<file path="src/rtl/vga_pattern_gen.sv">
// Pixel source for the vga timing core: selectable test patterns with frame-synchronous config.
// Latency: pixel is registered, one cycle after hcount/vcount.
// Backpressure: none; a cfg_valid strobe is always accepted, and the last write before frame start wins.
module vga_pattern_gen #(
    parameter int HSYNC_BITS = 11,
    parameter int VSYNC_BITS = 11,
    parameter int HD         = 1280,
    parameter int VD         = 1024,
    parameter int COLOR_BITS = 12,
    parameter int BAR_SHIFT  = 7,
    parameter int CHK_SHIFT  = 5,
    parameter int FRAME_BITS = 16
) (
    input  logic                  clk,
    input  logic                  rst,
    input  logic [HSYNC_BITS-1:0] hcount,
    input  logic [VSYNC_BITS-1:0] vcount,
    input  logic                  cfg_valid,
    input  logic [2:0]            cfg_mode,
    input  logic [VSYNC_BITS-1:0] cfg_row,
    input  logic [COLOR_BITS-1:0] cfg_fg,
    input  logic [COLOR_BITS-1:0] cfg_bg,
    output logic                  cfg_pending,
    output logic [COLOR_BITS-1:0] pixel,
    output logic [FRAME_BITS-1:0] frame_cnt
);

    localparam int CB = COLOR_BITS / 3;
    localparam logic [HSYNC_BITS-1:0] HD_W     = HSYNC_BITS'(HD);
    localparam logic [VSYNC_BITS-1:0] VD_W     = VSYNC_BITS'(VD);
    localparam logic [VSYNC_BITS-1:0] ROW_DFLT = VSYNC_BITS'(VD - 24);
    localparam logic [VSYNC_BITS-1:0] ROW_LAST = VSYNC_BITS'(VD - 1);

    typedef enum logic [2:0] {
        M_SOLID   = 3'd0,
        M_HLINE   = 3'd1,
        M_BARS    = 3'd2,
        M_CHECKER = 3'd3,
        M_SCROLL  = 3'd4
    } mode_t;

    logic [2:0]            pend_mode, act_mode;
    logic [VSYNC_BITS-1:0] pend_row,  act_row, scroll_row;
    logic [COLOR_BITS-1:0] pend_fg,   act_fg;
    logic [COLOR_BITS-1:0] pend_bg,   act_bg;

    logic                  fs;
    logic                  blank;
    logic [2:0]            bar_idx;
    logic                  chk_bit;
    logic [COLOR_BITS-1:0] pix_nxt;

    assign fs    = (hcount == '0) && (vcount == '0);
    assign blank = (hcount >= HD_W) || (vcount >= VD_W);

    // Shifts are done at full input width, then only the low bits are kept.
    assign bar_idx = 3'(hcount >> BAR_SHIFT);
    assign chk_bit = 1'(hcount >> CHK_SHIFT) ^ 1'(vcount >> CHK_SHIFT);

    always_comb begin
        pix_nxt = act_bg;
        case (act_mode)
            M_SOLID:   pix_nxt = act_bg;
            M_HLINE:   if (vcount == act_row) pix_nxt = act_fg;
            M_BARS:    pix_nxt = {{CB{bar_idx[2]}}, {CB{bar_idx[1]}}, {CB{bar_idx[0]}}};
            M_CHECKER: if (chk_bit) pix_nxt = act_fg;
            M_SCROLL:  if (vcount == scroll_row) pix_nxt = act_fg;
            default:   pix_nxt = act_bg;
        endcase
        if (blank) pix_nxt = '0;
    end

    always_ff @(posedge clk) begin
        if (rst) begin
            pixel       <= '0;
            frame_cnt   <= '0;
            cfg_pending <= 1'b0;
            act_mode    <= M_HLINE;
            act_row     <= ROW_DFLT;
            act_fg      <= '1;
            act_bg      <= '0;
            scroll_row  <= ROW_DFLT;
            pend_mode   <= M_SOLID;
            pend_row    <= '0;
            pend_fg     <= '0;
            pend_bg     <= '0;
        end else begin
            pixel <= pix_nxt;

            if (fs) begin
                frame_cnt <= frame_cnt + FRAME_BITS'(1);
                if (cfg_pending) begin
                    act_mode    <= pend_mode;
                    act_row     <= pend_row;
                    act_fg      <= pend_fg;
                    act_bg      <= pend_bg;
                    scroll_row  <= pend_row;
                    cfg_pending <= 1'b0;
                end else if (scroll_row == ROW_LAST) begin
                    scroll_row <= '0;
                end else begin
                    scroll_row <= scroll_row + VSYNC_BITS'(1);
                end
            end

            // A strobe on the apply edge refills the pending set after the old one is consumed.
            if (cfg_valid) begin
                pend_mode   <= cfg_mode;
                pend_row    <= cfg_row;
                pend_fg     <= cfg_fg;
                pend_bg     <= cfg_bg;
                cfg_pending <= 1'b1;
            end
        end
    end

endmodule

</file>
<file path="config.mk">
export PLATFORM = sky130hd
export DESIGN_NAME = vga_pattern_gen
export DESIGN_NICKNAME = d
export VERILOG_FILES = /design/src/rtl/vga_pattern_gen.sv
export SDC_FILE = /design/constraint.sdc
export NUM_CORES = 1
export LEC_CHECK = 0
export CAP_MARGIN = 20
export CORE_UTILIZATION = 53
export CTS_CLUSTER_DIAMETER = 50
export DETAILED_ROUTE_END_ITERATION = 8
export MAX_ROUTING_LAYER = met4
export PLACE_DENSITY = 0.8
export RECOVER_POWER = 25
export SLEW_MARGIN = 40
export SYNTH_ARGS = -nofsm -noshare
export SYNTH_HDL_FRONTEND = slang
export SYNTH_SLANG_ARGS = --single-unit
</file>
<file path="constraint.sdc">
create_clock -name clk -period 2.2 [get_ports clk]
set_input_delay 0.44 -clock clk [delete_from_list [all_inputs] [get_ports clk]]
set_output_delay 0.44 -clock clk [all_outputs]
set_load 0.005 [all_outputs]
</file>
==> qor.yml, run 1 <==
status: "complete, no violations"
slowest_stage: "clkdlybuf4s50_1"
final_layout_size_suffix_gt1_frac: 0.115
synth.most_common_cell: "dfxtp_1"
initial_core_util: 0.554
vias: 4649
tightest_slew_ns: 1.31
syn_nets: 655
synth-simple-area-share: 0.207
rsz0062_at_grt: "false"
yosysTopAreaCellShare: 0.450
cp-end-kind: "register"
htreeDepth: 4
die_area_um2: 10100
worstSetupPathType: "in2reg"
required_ns: 2.59
via_per_inst: 5.46
setup_violations: 0
synth_compound_area_frac: 0.121
avgSynthCellArea_um2: 8.75
skew_ns: 0.00915
path_cells: "clkdlybuf4s50_1 -> buf_4 -> xor2_1 -> nor4_1 -> nand3_1 -> buf_4 -> o21ai_0 -> o2111ai_1 -> a32o_1"
synth_fa_ha_area_frac: 0.00484
grt_max_degree: 103
period_share: 0.973
hold_viol_final: 0
yosysWarnings: 0
clock_path_buffers: 2
tritoncts: "built"
max_clock_freq_mhz: 467
seq_area_frac_synth: 0.450
grt_first_pass_wirelength_mm: 21.8
cts_sinks: 116
final_antenna_net_count: 0
yosys-top-cells-area: "dfxtp_1 45%, mux2i_1 11%, nand2_1 6.5%, nor2_1 5.1%, xor2_1 4.9%"
crit_family: "buffers and inverters"
antenna_found_initial: 0
ys_ff_latch: 116
maxCapViolCount: 0
synth_edf_count: 0
first_pass_iters: 5
p_per_area_nw_per_um2: 703
yosys.area.top_type: "dfxtp_1"
rows: 35
boundaryPins: 92
syn2layout_area_growth_pct: 35.3
routed_wl_mm: 13.4
die_h_um: 101
core_area_um2: 9330
clk_pin_slew_ns: 0.06
syn_area_um2: 5160
cts_made_buffers: 17
diodes: 0
peakVddDrop_v: 0.000525
hpwl_mm: 9.40
wire_per_inst_um: 15.7
final_util: 0.749
synth_cell_types: 46
drv_slew: 0
cpPeakStageDelay_ns: 0.51
critPathLaunchType: "primary input"
drtIter0Drc: 269
cp_data_arrival_time_ns: 2.53
ys_async_sr_fraction: 0
path_buf_inv: 3
grt_pass1_vias: 4513
hp-class: "reg2reg"
crit_top_cell: "buf_4"
drc: 0
syn_inst: 590
fin_nets: 774
period_needed_ns: 2.14
clock_latency_ns: 0.50
ys_dominant_reg_cell: "dfxtp_1"
die_x_um: 101
synth_commonest_cells: "116 x dfxtp_1, 90 x nand2_1, 70 x nor2_1"
muxShareOfSynthArea: 0.114
worstRegToRegCells: 7
layout.cells.non_filler: 851
place.gp.congestion: 0.936
worstSetupPathDepth: 9
io_buffers: 91
cts_root_buf: "clkbuf_8"
holdPathStages: 2
synth_top_family_by_area: "simple AND/OR/NAND/NOR gates"
overflow: 0
r2r_slack_ns: 0.20
leakage_uw: 0.00288
nFillCells: 700
path_max_fanout: 12
slew_headroom: 0.127
synthXorXnorAreaFrac: 0.0678
track_usage: 0.287
dp_cells: 818
-- state kept, by name, indices dropped and copies added (netlist names) --
| name | cells |
|---|---|
| act_mode | 3 |
| pixel | 12 |
| pend_mode | 3 |
| frame_cnt | 16 |
| act_fg | 12 |
| pend_fg | 12 |
| act_bg | 12 |
| cfg_pending | 1 |
| act_row | 11 |
| scroll_row | 11 |
| pend_row | 11 |
| pend_bg | 12 |
-- timing repair --
action,in CTS,in global routing
setup endpoints to repair,0,28
gates resized for setup,0,3
hold buffers,0,0
hold endpoints to repair,0,0
buffers inserted,0,1
-- through the flow --
stage / TNS [ns] / worst slack [ns] / instance area (µm²) / power, µW / hold slack, ns
floorplan: 0 / 0.269 / 5160 / 2350 / 0.431
global placement: -20.24 / -0.401 / 6460 / 2530 / 0.441
detailed placement: -23.75 / -0.486 / 6460 / 2530 / 0.444
CTS: 0 / 0.0262 / 7000 / 4940 / 0.405
global route: 0 / 0.00275 / 6990 / 5090 / 0.477
finish: 0 / 0.0590 / 6990 / 4920 / 0.452
-- metal layers --
| layer | part of all wire | track usage | vias to the layer above |
|---|---|---|---|
| met5 | 0 | - | - |
| met1 | 0.46 | 0.379 | 2188 |
| met4 | 0.0069 | 0.0780 | 0 |
| li1 | - | - | 2280 |
| met3 | 0.074 | 0.0742 | 10 |
| met2 | 0.46 | 0.438 | 171 |
-- worst register-to-register path, cell delays in order (launching register included) --
cell and delay, ns:
dfxtp_1 0.38, xor2_1 0.19, nor4_1 0.30, nand3_1 0.14
buf_4 0.22, o21ai_0 0.22, o2111ai_1 0.14, a32o_1 0.31
-- cells by family (layout without fill, tap and decap cells) --
| group | Yosys count | after routing |
|---|---|---|
| AO/OA/AOI/OAI | 99 | 99 |
| adder cells (fa/ha/maj) | 2 | 2 |
| AND/OR/NAND/NOR | 230 | 230 |
| XOR/XNOR | 40 | 40 |
| multiplexers | 59 | 59 |
| flip-flops | 116 | 116 |
| buffers and inverters | 44 | 176 |
-- layout by cell type (no fill, tap or decap), drive strengths merged, types with 2 or more instances in the layout --
cell,Yosys,final
dfxtp,116,116
nand2,90,90
clkdlybuf4s50,0,89
nor2,70,70
mux2i,59,59
buf,9,42
a21oi,32,32
xor2,29,29
clkbuf,26,23
o21ai,20,20
nand3b,16,16
nand3,13,13
inv,9,13
xnor2,11,11
o22ai,11,11
nor4,11,11
o21a,9,9
and2,6,6
nor3,6,6
clkinv,0,5
a32o,4,4
o21bai,4,4
clkinvlp,0,4
nand4,3,3
o2111ai,3,3
o221ai,3,3
and3,3,3
a211oi,3,3
nor3b,3,3
a31oi,3,3
nor2b,2,2
or3,2,2
a21o,2,2
o311ai,2,2
a221oi,2,2
ha,2,2
or2,2,2
-- final timing paths --
check                                               end                  startpoint
worst min register to register  act_row[7]$_SDFFE_PP1P_     act_row[7]$_SDFFE_PP1P_
worst max register to register      pixel[3]$_SDFF_PP0_  scroll_row[0]$_SDFFE_PP0P_
worst max-delay path                pixel[3]$_SDFF_PP0_                  vcount[10]
worst min-delay path            act_row[7]$_SDFFE_PP1P_     act_row[7]$_SDFFE_PP1P_
-- power breakdown --
| part | switching (µW) | internal, µW |
|---|---|---|
| Sequential | 30.5 | 2140 |
| Clock | 1000 | 1420 |
| Combinational | 132 | 183 |
| Total | 1160 | 3750 |
-- final cells by class --
type | instances | area, µm² | area share
Multi-Input combinational cell | 430 | 2670 | 0.381
Tap cell | 129 | 161 | 0.0231
Clock inverter | 13 | 101 | 0.0145
Sequential cell | 116 | 2320 | 0.332
Clock buffer | 19 | 432 | 0.0618
Inverter | 9 | 33.8 | 0.00483
Timing Repair Buffer | 135 | 1270 | 0.182
No activity file was read; power rests on OpenSTA's default activity.
==> inputs of run 2 (changes only) <==
- CAP_MARGIN: 20 -> not set
==> results of run 2 <==
Same layout as run 1: the final DEF is identical, and so are final timing and power.
==> inputs of run 3 (changes only) <==
- CELL_PAD_IN_SITES_DETAIL_PLACEMENT: not set -> 0
- CELL_PAD_IN_SITES_GLOBAL_PLACEMENT: not set -> 1
- CORE_UTILIZATION: 53 -> 39
- PLACE_DENSITY: 0.8 -> 0.79
- clock period: 2.2 -> 2.3 ns (I/O delays scaled with it)
==> run 3 against run 2 <==
Count of clock-buffer cells in the layout is 4 higher. Critical path depth stayed put. Register-to-register slack better by 0.16 ns. Combinational power is 4% lower. Worst hold slack better by 0.0056 ns. Wire length is 0.15% higher. Final area is 3.1% higher. First-iteration DRC count is 8.6% higher. Critical path type unchanged. Largest cell class unchanged.
==> qor.yml, run 3 (same netlist as run 1, synthesis figures left out) <==
hpwl_mm: 9.29
boundaryPins: 92
nFillCells: 1144
crit_top_cell: "buf_4"
grt_first_pass_wirelength_mm: 21.8
cpPeakStageDelay_ns: 0.43
period_needed_ns: 2.16
cp-end-kind: "register"
cp_data_arrival_time_ns: 2.44
skew_ns: 0.0107
die_x_um: 117
slowest_stage: "clkdlybuf4s50_1"
layout.cells.non_filler: 896
fin_nets: 775
largest_register: "frame_cnt"
power_frac_clock: 0.563
overflow: 0
grt_max_degree: 103
drv_slew: 0
path_cells: "clkdlybuf4s50_1 -> nor4_1 -> nand2_1 -> buf_4 -> or2_1 -> buf_4 -> nor3_1 -> xnor2_1 -> nor2_1"
crit_family: "simple AND/OR/NAND/NOR gates"
r2r_end: "scroll_row[7]$_SDFFE_PP1P_"
rows: 41
p_comb_frac: 0.055
final_cell_mix: "116 x dfxtp_1, 90 x nand2_1, 89 x clkdlybuf4s50_1, 69 x nor2_1, 59 x mux2i_1"
tightest_slew_ns: 1.34
grt_pass1_vias: 4443
critPathLaunchType: "primary input"
final_layout_size_suffix_gt1_frac: 0.120
setup_tns_ns: 0
power.switching_uw: 1050
sw_frac_of_total: 0.193
holdPathEnd: "act_bg[3]$_SDFFE_PP0P_"
htreeDepth: 4
wire_per_inst_um: 15.0
r2r-start: "scroll_row[0]$_SDFFE_PP0P_"
clk_pin_slew_ns: 0.05
peakVddDrop_v: 0.000540
hp-class: "reg2reg"
status: "complete, no violations"
cts_root_buf: "clkbuf_16"
via_per_inst: 5.07
required_ns: 2.58
initial_core_util: 0.404
min_from: "pend_bg[3]$_SDFFE_PP0P_"
holdPathStages: 2
antenna_found_initial: 1
final_common_cell: "dfxtp_1"
final_antenna_net_count: 0
cts_made_buffers: 17
routed_wl_mm: 13.4
largest_register_ffs: 16
max_clock_freq_mhz: 462
die_h_um: 117
cts_sinks: 116
vias: 4541
leakage_uw: 0.00299
worstRegToRegCells: 6
path_max_fanout: 4
p_total_uw: 5460
worstSetupPathType: "in2reg"
io_buffers: 91
slew_headroom: 0.108
tritoncts: "built"
maxCapViolCount: 0
p_int_uw: 4400
seqPwrFrac: 0.382
place.gp.congestion: 0.892
clock_latency_ns: 0.41
hold_viol_final: 0
core_area_um2: 12800
p_per_area_nw_per_um2: 757
clock_path_buffers: 2
first_pass_iters: 4
track_usage: 0.215
drc: 0
r2r_slack_ns: 0.36
path_buf_inv: 3
period_share: 0.941
die_area_um2: 13700
rsz0062_at_grt: "false"
setup_violations: 0
drtIter0Drc: 292
dp_cells: 862
syn2layout_area_growth_pct: 39.5
-- run 3: area by class of cell --
class                   count  area, µm²  share of cell area
multi-input cells         430       2670               0.370
flip-flops and latches    116       2320               0.322
repair buffers            136       1270               0.177
clock buffers              23        498              0.0691
well taps                 172        215              0.0299
clock inverters             9        195              0.0271
inverters                   9       33.8             0.00469
diodes                      1       2.50            0.000347
-- run 3: how the worst max path moves through the flow --
stage,start,to,slack (ns),depth (start not counted)
final,vcount[1],frame_cnt[5]$_SDFFE_PP0P_,0.14,9
after CTS,hcount[7],act_bg[11]$_SDFFE_PP0P_,0.004,8
after global placement,hcount[7],frame_cnt[8]$_SDFFE_PP0P_,-0.36,7
after detailed placement,hcount[7],frame_cnt[6]$_SDFFE_PP0P_,-0.44,6
after global routing,vcount[1],act_bg[11]$_SDFFE_PP0P_,0.02,9
after floorplan,hcount[7],scroll_row[4]$_SDFFE_PP0P_,0.35,7
-- run 3: timing repair --
action	in CTS	in global routing
setup endpoints to repair	3	46
hold buffers	0	0
pin swaps	0	1
resized for setup	1	2
buffers inserted	0	1
-- run 3: power by group through the flow --
stage	sequential (µW)	combinational, µW	clock [µW]
after global routing	2090	332	3210
after CTS	2080	306	3110
final	2080	303	3070
after floorplan	2110	133	0
after detailed placement	2120	304	0
after global placement	2120	298	0
-- run 3: metrics by stage --
step                      setup slack (ns)   util  hold WS, ns  cell area, µm²
final                                0.136  0.564        0.458            7210
after global routing                0.0203  0.564        0.476            7210
after CTS                          0.00403  0.564        0.460            7210
after detailed placement            -0.442  0.510        0.451            6510
after global placement              -0.365  0.510        0.445            6510
after floorplan                      0.349      -        0.431            5160
-- run 3: layer usage --
layer | vias to the layer above | global-route usage | share of wire | routed length, µm
li1 | 2281 | - | - | -
met1 | 2123 | 0.294 | 0.51 | 6810
met2 | 128 | 0.302 | 0.41 | 5520
met3 | 9 | 0.0628 | 0.071 | 957
met4 | 0 | 0.0717 | 0.0084 | 112
met5 | - | - | 0 | 0
-- run 3: worst min-delay path: stages (launching register included) --
cell	delay, ns
dfxtp_1	0.31
nand2_1	0.05
a21oi_1	0.05
